File: src/rtl/img_mem_sequencer_pkg.sv
// img_seq_pkg: shared constants for the image memory sequencer.
//   State codes for the load/run/unload controller and the processor
//   `status` mode encoding.
package img_seq_pkg;

  // Controller states (legacy-style constant encoding)
  localparam logic [2:0] StateIdle       = 3'd0;
  localparam logic [2:0] StateLoad       = 3'd1;
  localparam logic [2:0] StateRun        = 3'd2;
  localparam logic [2:0] StateUnloadAddr = 3'd3;
  localparam logic [2:0] StateUnloadWait = 3'd4;
  localparam logic [2:0] StateUnloadSend = 3'd5;
  localparam logic [2:0] StateDone       = 3'd6;

  // Processor mode lines
  localparam logic [1:0] ST_IDLE   = 2'b00;
  localparam logic [1:0] ST_RUN    = 2'b01;
  localparam logic [1:0] ST_LOAD   = 2'b10;
  localparam logic [1:0] ST_UNLOAD = 2'b11;

endpackage

File: src/rtl/img_mem_sequencer_if.sv
// img_seq_if: host byte link of the image memory sequencer.
//   rx_data/rx_valid/rx_ready : image bytes host -> sequencer
//   tx_data/tx_valid/tx_ready : result bytes sequencer -> host
//   master = host side, slave = sequencer side.
interface img_seq_if;
  logic [7:0] rx_data;
  logic       rx_valid;
  logic       rx_ready;
  logic [7:0] tx_data;
  logic       tx_valid;
  logic       tx_ready;

  modport master (
    output rx_data, rx_valid, tx_ready,
    input  rx_ready, tx_data, tx_valid
  );

  modport slave (
    input  rx_data, rx_valid, tx_ready,
    output rx_ready, tx_data, tx_valid
  );
endinterface

File: src/rtl/img_mem_sequencer_seq_byte_counter.sv
// seq_byte_counter: W+1 bit byte counter with terminal-count detect.
//   clk, rst : clock, synchronous active-high reset
//   clr      : synchronous clear (wins over inc)
//   inc      : increment by one
//   limit    : transfer length; last is high while count == limit-1
//   count    : low W bits of the count (used as a memory offset)
module seq_byte_counter #(
  parameter int unsigned W = 16
) (
  input  logic         clk,
  input  logic         rst,
  input  logic         clr,
  input  logic         inc,
  input  logic [W:0]   limit,
  output logic [W-1:0] count,
  output logic         last
);

  logic [W:0] cnt_q;

  always_ff @(posedge clk) begin
    if (rst || clr) begin
      cnt_q <= '0;
    end else if (inc) begin
      cnt_q <= cnt_q + {{W{1'b0}}, 1'b1};
    end
  end

  assign count = cnt_q[W-1:0];
  // Extra counter bit lets limit reach 2^W
  assign last  = ((cnt_q + {{W{1'b0}}, 1'b1}) == limit);

endmodule

File: src/rtl/img_mem_sequencer.sv
// img_mem_sequencer: load / run / unload mode controller for the downsampler.
//   clk, rst     : clock, synchronous active-high reset
//   start        : begin a sequence (IDLE only)
//   host         : byte link (rx image in, tx result out), img_seq_if.slave
//   status       : processor mode 00 idle, 10 load, 01 run, 11 unload
//   data_addr_in : data memory address, data_in : byte written during load
//   end_process  : processor finished, dm_out : data memory read data
//   busy, done   : not idle / one-cycle end-of-sequence pulse
//   error        : sticky run watchdog flag
// Optional: define IMG_SEQ_WATCHDOG_EN to enable the RUN timeout watchdog.
module img_mem_sequencer
  import img_seq_pkg::*;
#(
  parameter int unsigned       ADDR_W      = 16,
  parameter int unsigned       IN_LEN      = 4096,
  parameter logic [ADDR_W-1:0] OUT_BASE    = 16'h1000,
  parameter int unsigned       OUT_LEN     = 1024,
  parameter int unsigned       RD_LAT      = 2,
  parameter int unsigned       RUN_TIMEOUT = 1000000
) (
  input  logic              clk,
  input  logic              rst,
  input  logic              start,
  img_seq_if.slave          host,
  output logic [1:0]        status,
  output logic [ADDR_W-1:0] data_addr_in,
  output logic [7:0]        data_in,
  input  logic              end_process,
  input  logic [7:0]        dm_out,
  output logic              busy,
  output logic              done,
  output logic              error
);

  localparam int unsigned WaitW = (RD_LAT > 1) ? $clog2(RD_LAT) : 1;

  logic [2:0]        state_q;
  logic [ADDR_W-1:0] addr_q;
  logic [7:0]        data_in_q;
  logic [7:0]        tx_data_q;
  logic              tx_valid_q;
  logic [WaitW-1:0]  wait_q;

  logic              cnt_clr, cnt_inc, cnt_last;
  logic [ADDR_W:0]   cnt_limit;
  logic [ADDR_W-1:0] cnt;
  logic              wd_expire;

  always_comb begin
    cnt_clr   = (state_q == StateIdle && start) || (state_q == StateRun && end_process);
    cnt_inc   = (state_q == StateLoad && host.rx_valid) ||
                (state_q == StateUnloadSend && tx_valid_q && host.tx_ready);
    cnt_limit = (state_q == StateLoad) ? (ADDR_W+1)'(IN_LEN) : (ADDR_W+1)'(OUT_LEN);
  end

  seq_byte_counter #(
    .W (ADDR_W)
  ) u_cnt (
    .clk   (clk),
    .rst   (rst),
    .clr   (cnt_clr),
    .inc   (cnt_inc),
    .limit (cnt_limit),
    .count (cnt),
    .last  (cnt_last)
  );

  always_ff @(posedge clk) begin
    if (rst) begin
      state_q    <= StateIdle;
      addr_q     <= '0;
      data_in_q  <= '0;
      tx_data_q  <= '0;
      tx_valid_q <= 1'b0;
      wait_q     <= '0;
    end else begin
      unique case (state_q)
        StateIdle: begin
          if (start) state_q <= (IN_LEN == 0) ? StateRun : StateLoad;
        end
        StateLoad: begin
          if (host.rx_valid) begin
            data_in_q <= host.rx_data;
            addr_q    <= cnt;
            if (cnt_last) state_q <= StateRun;
          end
        end
        StateRun: begin
          // end_process wins over a simultaneous timeout
          if (end_process) state_q <= (OUT_LEN == 0) ? StateDone : StateUnloadAddr;
          else if (wd_expire) state_q <= StateDone;
        end
        StateUnloadAddr: begin
          addr_q  <= OUT_BASE + cnt;
          wait_q  <= '0;
          state_q <= StateUnloadWait;
        end
        StateUnloadWait: begin
          // dm_out is valid at the RD_LAT-th edge after the address change
          if (wait_q == WaitW'(RD_LAT - 1)) begin
            tx_data_q  <= dm_out;
            tx_valid_q <= 1'b1;
            state_q    <= StateUnloadSend;
          end else begin
            wait_q <= wait_q + 1'b1;
          end
        end
        StateUnloadSend: begin
          if (host.tx_ready) begin
            tx_valid_q <= 1'b0;
            state_q    <= cnt_last ? StateDone : StateUnloadAddr;
          end
        end
        StateDone: state_q <= StateIdle;
        default:   state_q <= StateIdle;
      endcase
    end
  end

`ifdef IMG_SEQ_WATCHDOG_EN
  localparam int unsigned WdW = (RUN_TIMEOUT > 1) ? $clog2(RUN_TIMEOUT) : 1;

  logic [WdW-1:0] wd_q;
  logic           error_q;

  assign wd_expire = (state_q == StateRun) && (wd_q == WdW'(RUN_TIMEOUT - 1));

  always_ff @(posedge clk) begin
    if (rst) begin
      wd_q    <= '0;
      error_q <= 1'b0;
    end else begin
      if (state_q == StateIdle && start) error_q <= 1'b0;
      // Counter idles at zero outside RUN, so it starts fresh on entry
      if (state_q != StateRun) begin
        wd_q <= '0;
      end else if (!end_process) begin
        if (wd_expire) error_q <= 1'b1;
        else           wd_q    <= wd_q + 1'b1;
      end
    end
  end

  assign error = error_q;
`else
  assign wd_expire = 1'b0;
  assign error     = 1'b0;
`endif

  always_comb begin
    unique case (state_q)
      StateLoad:                                         status = ST_LOAD;
      StateRun:                                          status = ST_RUN;
      StateUnloadAddr, StateUnloadWait, StateUnloadSend: status = ST_UNLOAD;
      default:                                           status = ST_IDLE;
    endcase
  end

  assign host.rx_ready = (state_q == StateLoad);
  assign host.tx_data  = tx_data_q;
  assign host.tx_valid = tx_valid_q;
  assign data_addr_in  = addr_q;
  assign data_in       = data_in_q;
  assign busy          = (state_q != StateIdle);
  assign done          = (state_q == StateDone);

endmodule

File: src/flat_wrapper.sv
// flat-port wrapper written by rule: the top's interface ports become plain ports
module img_mem_sequencer_flat import img_seq_pkg::*;
#(
  parameter int unsigned       ADDR_W      = 16,
  parameter int unsigned       IN_LEN      = 4096,
  parameter logic [ADDR_W-1:0] OUT_BASE    = 16'h1000,
  parameter int unsigned       OUT_LEN     = 1024,
  parameter int unsigned       RD_LAT      = 2,
  parameter int unsigned       RUN_TIMEOUT = 1000000
)
  (clk, rst, start, status, data_addr_in, data_in, end_process, dm_out, busy, done, error, host_rx_data, host_rx_valid, host_tx_ready, host_rx_ready, host_tx_data, host_tx_valid);
  img_seq_if host_i ();
  input  logic clk;
  input  logic rst;
  input  logic start;
  output logic [1:0] status;
  output logic [ADDR_W-1:0] data_addr_in;
  output logic [7:0] data_in;
  input  logic end_process;
  input  logic [7:0] dm_out;
  output logic busy;
  output logic done;
  output logic error;
  input wire logic [$bits(host_i.rx_data)-1:0] host_rx_data;
  input wire logic [$bits(host_i.rx_valid)-1:0] host_rx_valid;
  input wire logic [$bits(host_i.tx_ready)-1:0] host_tx_ready;
  output wire logic [$bits(host_i.rx_ready)-1:0] host_rx_ready;
  output wire logic [$bits(host_i.tx_data)-1:0] host_tx_data;
  output wire logic [$bits(host_i.tx_valid)-1:0] host_tx_valid;
  assign host_i.rx_data = host_rx_data;
  assign host_i.rx_valid = host_rx_valid;
  assign host_i.tx_ready = host_tx_ready;
  assign host_rx_ready = host_i.rx_ready;
  assign host_tx_data = host_i.tx_data;
  assign host_tx_valid = host_i.tx_valid;
  img_mem_sequencer #(.ADDR_W(ADDR_W), .IN_LEN(IN_LEN), .OUT_BASE(OUT_BASE), .OUT_LEN(OUT_LEN), .RD_LAT(RD_LAT), .RUN_TIMEOUT(RUN_TIMEOUT)) u_core (.clk(clk), .rst(rst), .start(start), .host(host_i), .status(status), .data_addr_in(data_addr_in), .data_in(data_in), .end_process(end_process), .dm_out(dm_out), .busy(busy), .done(done), .error(error));
endmodule
File: config.mk
export PLATFORM = sky130hd
export DESIGN_NAME = img_mem_sequencer_flat
export DESIGN_NICKNAME = d
export VERILOG_FILES = /design/src/rtl/img_mem_sequencer_pkg.sv /design/src/rtl/img_mem_sequencer_if.sv /design/src/rtl/img_mem_sequencer_seq_byte_counter.sv /design/src/rtl/img_mem_sequencer.sv /design/src/flat_wrapper.sv
export SDC_FILE = /design/constraint.sdc
export NUM_CORES = 1
export LEC_CHECK = 0
export ABC_AREA = 1
export CELL_PAD_IN_SITES_DETAIL_PLACEMENT = 2
export CELL_PAD_IN_SITES_GLOBAL_PLACEMENT = 2
export CORE_ASPECT_RATIO = 1.2
export CORE_MARGIN = 2
export CORE_UTILIZATION = 25
export CTS_BUF_LIST = sky130_fd_sc_hd__clkbuf_4
export CTS_CLUSTER_DIAMETER = 200
export DETAILED_ROUTE_END_ITERATION = 10
export GPL_TIMING_DRIVEN = 0
export PLACE_DENSITY = 0.79
export REMOVE_ABC_BUFFERS = 1
export SYNTH_ARGS = -nofsm -noshare
export SYNTH_HDL_FRONTEND = slang
export SYNTH_HIERARCHICAL = 1
export SYNTH_SLANG_ARGS = --single-unit
File: constraint.sdc
create_clock -name clk -period 3.13 [get_ports clk]
set_input_delay 0.7825 -clock clk [delete_from_list [all_inputs] [get_ports clk]]
set_output_delay 0.7825 -clock clk [all_outputs]
set_load 0.02 [all_outputs]
==> qor.yml <==
ir_drop_v: 0.0002251
cts_setup_buffers: 0
grt_util_all_layers_pct: 15.82
timing.fmax_ghz: 0.3387
path_max_fanout: 9
gp_congestion: 0.8360
initial_core_util_pct: 25.29
rsz0062_at_grt: "no"
clk_path_buf_depth: 2
pwr_density_cell_mw_per_mm2: 672.8
final_nets: 558
num_rows: 45
max_stage_delay_ns: 0.62
pwr-share-comb_pct: 46.1
antenna_found_initial: 0
dr.pass1.iters: 4
via_per_inst: 4.594
die_w_um: 106.6
maxCapViolCount: 0
path_cells: "inv_2 -> nor2_1 -> nand3b_1 -> clkdlybuf4s50_1"
cts_tree: "done"
yosysSeqAreaShare_pct: 34.20
hp-class: "flop to flop"
routedWlPerCell_um: 14.44
period_needed_ns: 2.953
synth_mux_area_share_pct: 0
synth-main-ff-cell: "dfxtp_1"
maxSlewHeadroom_pct: 32.35
critPathArrivalTime_ns: 2.17
grt_pass1_wl_mm: 17.27
avgSynthCellArea_um2: 6.696
clkTransAtPathRegs_ns: 0.15
antenna_left: 0
required_ns: 2.35
grt_overflow_total: 0
antenna_cells: 0
cts_max_level: 2
core_area_mm2: 0.01250
outcome: "finished, final reports clean"
fillers: 1587
netSwitchingPower_mw: 1.141
die_h_um: 127.2
seqPwrFrac_pct: 38.5
layout-drive-gt1-share_pct: 5.794
synth-adder-area-share_pct: 0.7918
clockRootBuffer: "clkbuf_4"
cts_buffers: 5
holdPathStages: 2
clock_latency_ns: 0.39
setup_viol: 0
num_vias: 3211
drc: 0
synthCells: 472
reg2reg_depth: 20
ys_types: 36
ios: 61
cts_resized: 0
io_buffer_count: 59
finalPower_mw: 2.636
pre_cts_slack_ns: 0.05584
ys_ff_latch: 54
synth_area_mm2: 0.003161
drt_iter0_drc: 84
synth_top_family_by_area: "simple AND/OR/NAND/NOR gates"
netSwitchingFraction_pct: 43.29
postLayoutSetupSlackWorst_ns: 0.1773
critPathSlowestCell: "dfxtp_1"
area_growth_pct: 23.95
drv_slew: 0
p_int_mw: 1.495
pwr-share-clk_pct: 15.3
yosys.area_share.xor_xnor_pct: 2.890
rrSetupSlack_ns: 0.37
finalCritPeriodShare_pct: 94.34
synth_edf_count: 0
whs_ns: 0.4637
dp_hpwl_mm: 8.067
startpoint_type: "flop"
worst_pin_slew_ns: 1.014
clkSinkCount: 54
postCtsHoldBufs: 0
utilization_pct: 31.34
postSynth.asyncResetShare_pct: 0
dieArea_mm2: 0.01356
routed_wl_mm: 10.09
fin_worst_skew_ns: 0.01801
p_leak_nw: 1.648
yosysWarnings: 6
crit_path_end_kind: "output port"
grt_max_degree: 35
synth_compound_area_share_pct: 14.05
path_class: "flop to output port"
grt_pass1_vias: 3577
hold_violations: 0
synthSimpleGateAreaFrac_pct: 33.14
Yosys cell counts (3+ instances only):
library cell | number | area share, %
o21ai_0 | 49 | 7.8
inv_1 | 54 | 6.4
o211ai_1 | 4 | 0.95
inv_2 | 3 | 0.36
nand3b_1 | 6 | 1.4
clkbuf_1 | 6 | 0.71
nor2_2 | 6 | 1.2
a21oi_1 | 27 | 4.3
nand2_1 | 94 | 11
nand3_1 | 33 | 5.2
buf_4 | 18 | 4.3
nor2_1 | 73 | 8.7
dfxtp_1 | 54 | 34
xor2_1 | 3 | 0.83
nor2_4 | 3 | 1.1
buf_6 | 4 | 1.4
nand4_1 | 8 | 1.6
worst max-delay path, delay by kind of cell, from the launching register on:
family,cells,cell delay (ns)
and+or+nand+nor,2,0.42
buffers and inverters,2,0.75
DFF,1,0.62
cell families (layout without fill, tap and decap cells):
logic type	after synthesis	count (layout)
AOI/OAI and AO/OA	85	85
DFF	54	54
buffers and inverters	91	128
other	1	27
xor gates and xnor gates	7	7
and+or+nand+nor	232	232
adders and majority gates	2	2
cell type report:
type / instances / area, µm² / area share, %
multi-input combinational: 353 / 1712 / 43.69
sequential: 54 / 1084 / 27.66
timing repair buffer: 60 / 601.8 / 15.36
inverter: 60 / 235.2 / 6.004
tap: 164 / 205.2 / 5.238
clock inverter: 3 / 42.54 / 1.086
clock buffer: 5 / 37.54 / 0.9582
state kept, by name, indices dropped and copies added, names as in the netlist:
name and flops:
u_core/data_addr_in 16, u_core/data_in 8, u_core/host.tx_data 8, u_core/host.tx_valid 1, u_core/state_q 3, u_core/u_cnt/cnt_q 17
u_core/wait_q 1
per-stage QoR:
| step | area, µm² | instances | setup TNS (ns) |
|---|---|---|---|
| finish | 3918 | 699 | 0 |
| global route | 3918 | 699 | 0 |
| CTS | 3913 | 699 | 0 |
| detailed placement | 3832 | 691 | 0 |
| global placement | 3821 | 690 | -13.34 |
| floorplan | 3025 | 467 | 0 |
power groups by stage:
stage               Combinational, mW  Sequential, mW  Clock, mW
global route                     1.35            1.05      0.450
floorplan                       0.623            1.10          0
global placement                 1.17            1.02          0
CTS                              1.23            1.02      0.431
finish                           1.22            1.02      0.404
detailed placement               1.23            1.04          0
path summary, 6_finish.rpt:
kind / start / endpoint
min: u_core/host.tx_data[2] / u_core/host.tx_data[2]
max reg2reg: u_core/u_cnt/cnt_q[0] / u_core/state_q[0]
min reg2reg: u_core/host.tx_data[2] / u_core/host.tx_data[2]
max: u_core/state_q[2] / status[0]
per-layer routing:
metal  share of wire, %  vias up  wire length (µm)  track usage [%]
li1                   -     1587                 -                -
met1                 40     1571              4073            17.22
met2                 56       45              5638            31.73
met3                2.6        8               266            2.296
met4                1.1        0               115            3.438
met5                  0        -                 0                0
cell usage in the layout, fill, tap and decap left out, types with 2 or more instances in the layout:
cell type,instances
nor2_1,72
o21ai_1,2
dfxtp_2,2
nand2_2,2
nand4_1,8
nor2_4,3
nand2_1,94
inv_2,3
nand3b_1,6
clkdlybuf4s50_1,59
clkbuf_4,5
o21bai_1,2
o211ai_1,4
nor2_2,7
nand3_1,33
nor3_1,2
conb_1,27
xor2_1,3
dfxtp_1,52
inv_1,54
nand2_4,2
xnor2_1,2
a21oi_1,27
ha_1,2
o21ai_0,48
xor3_1,2
clkinv_1,2
(Power assumes the default switching activity.)
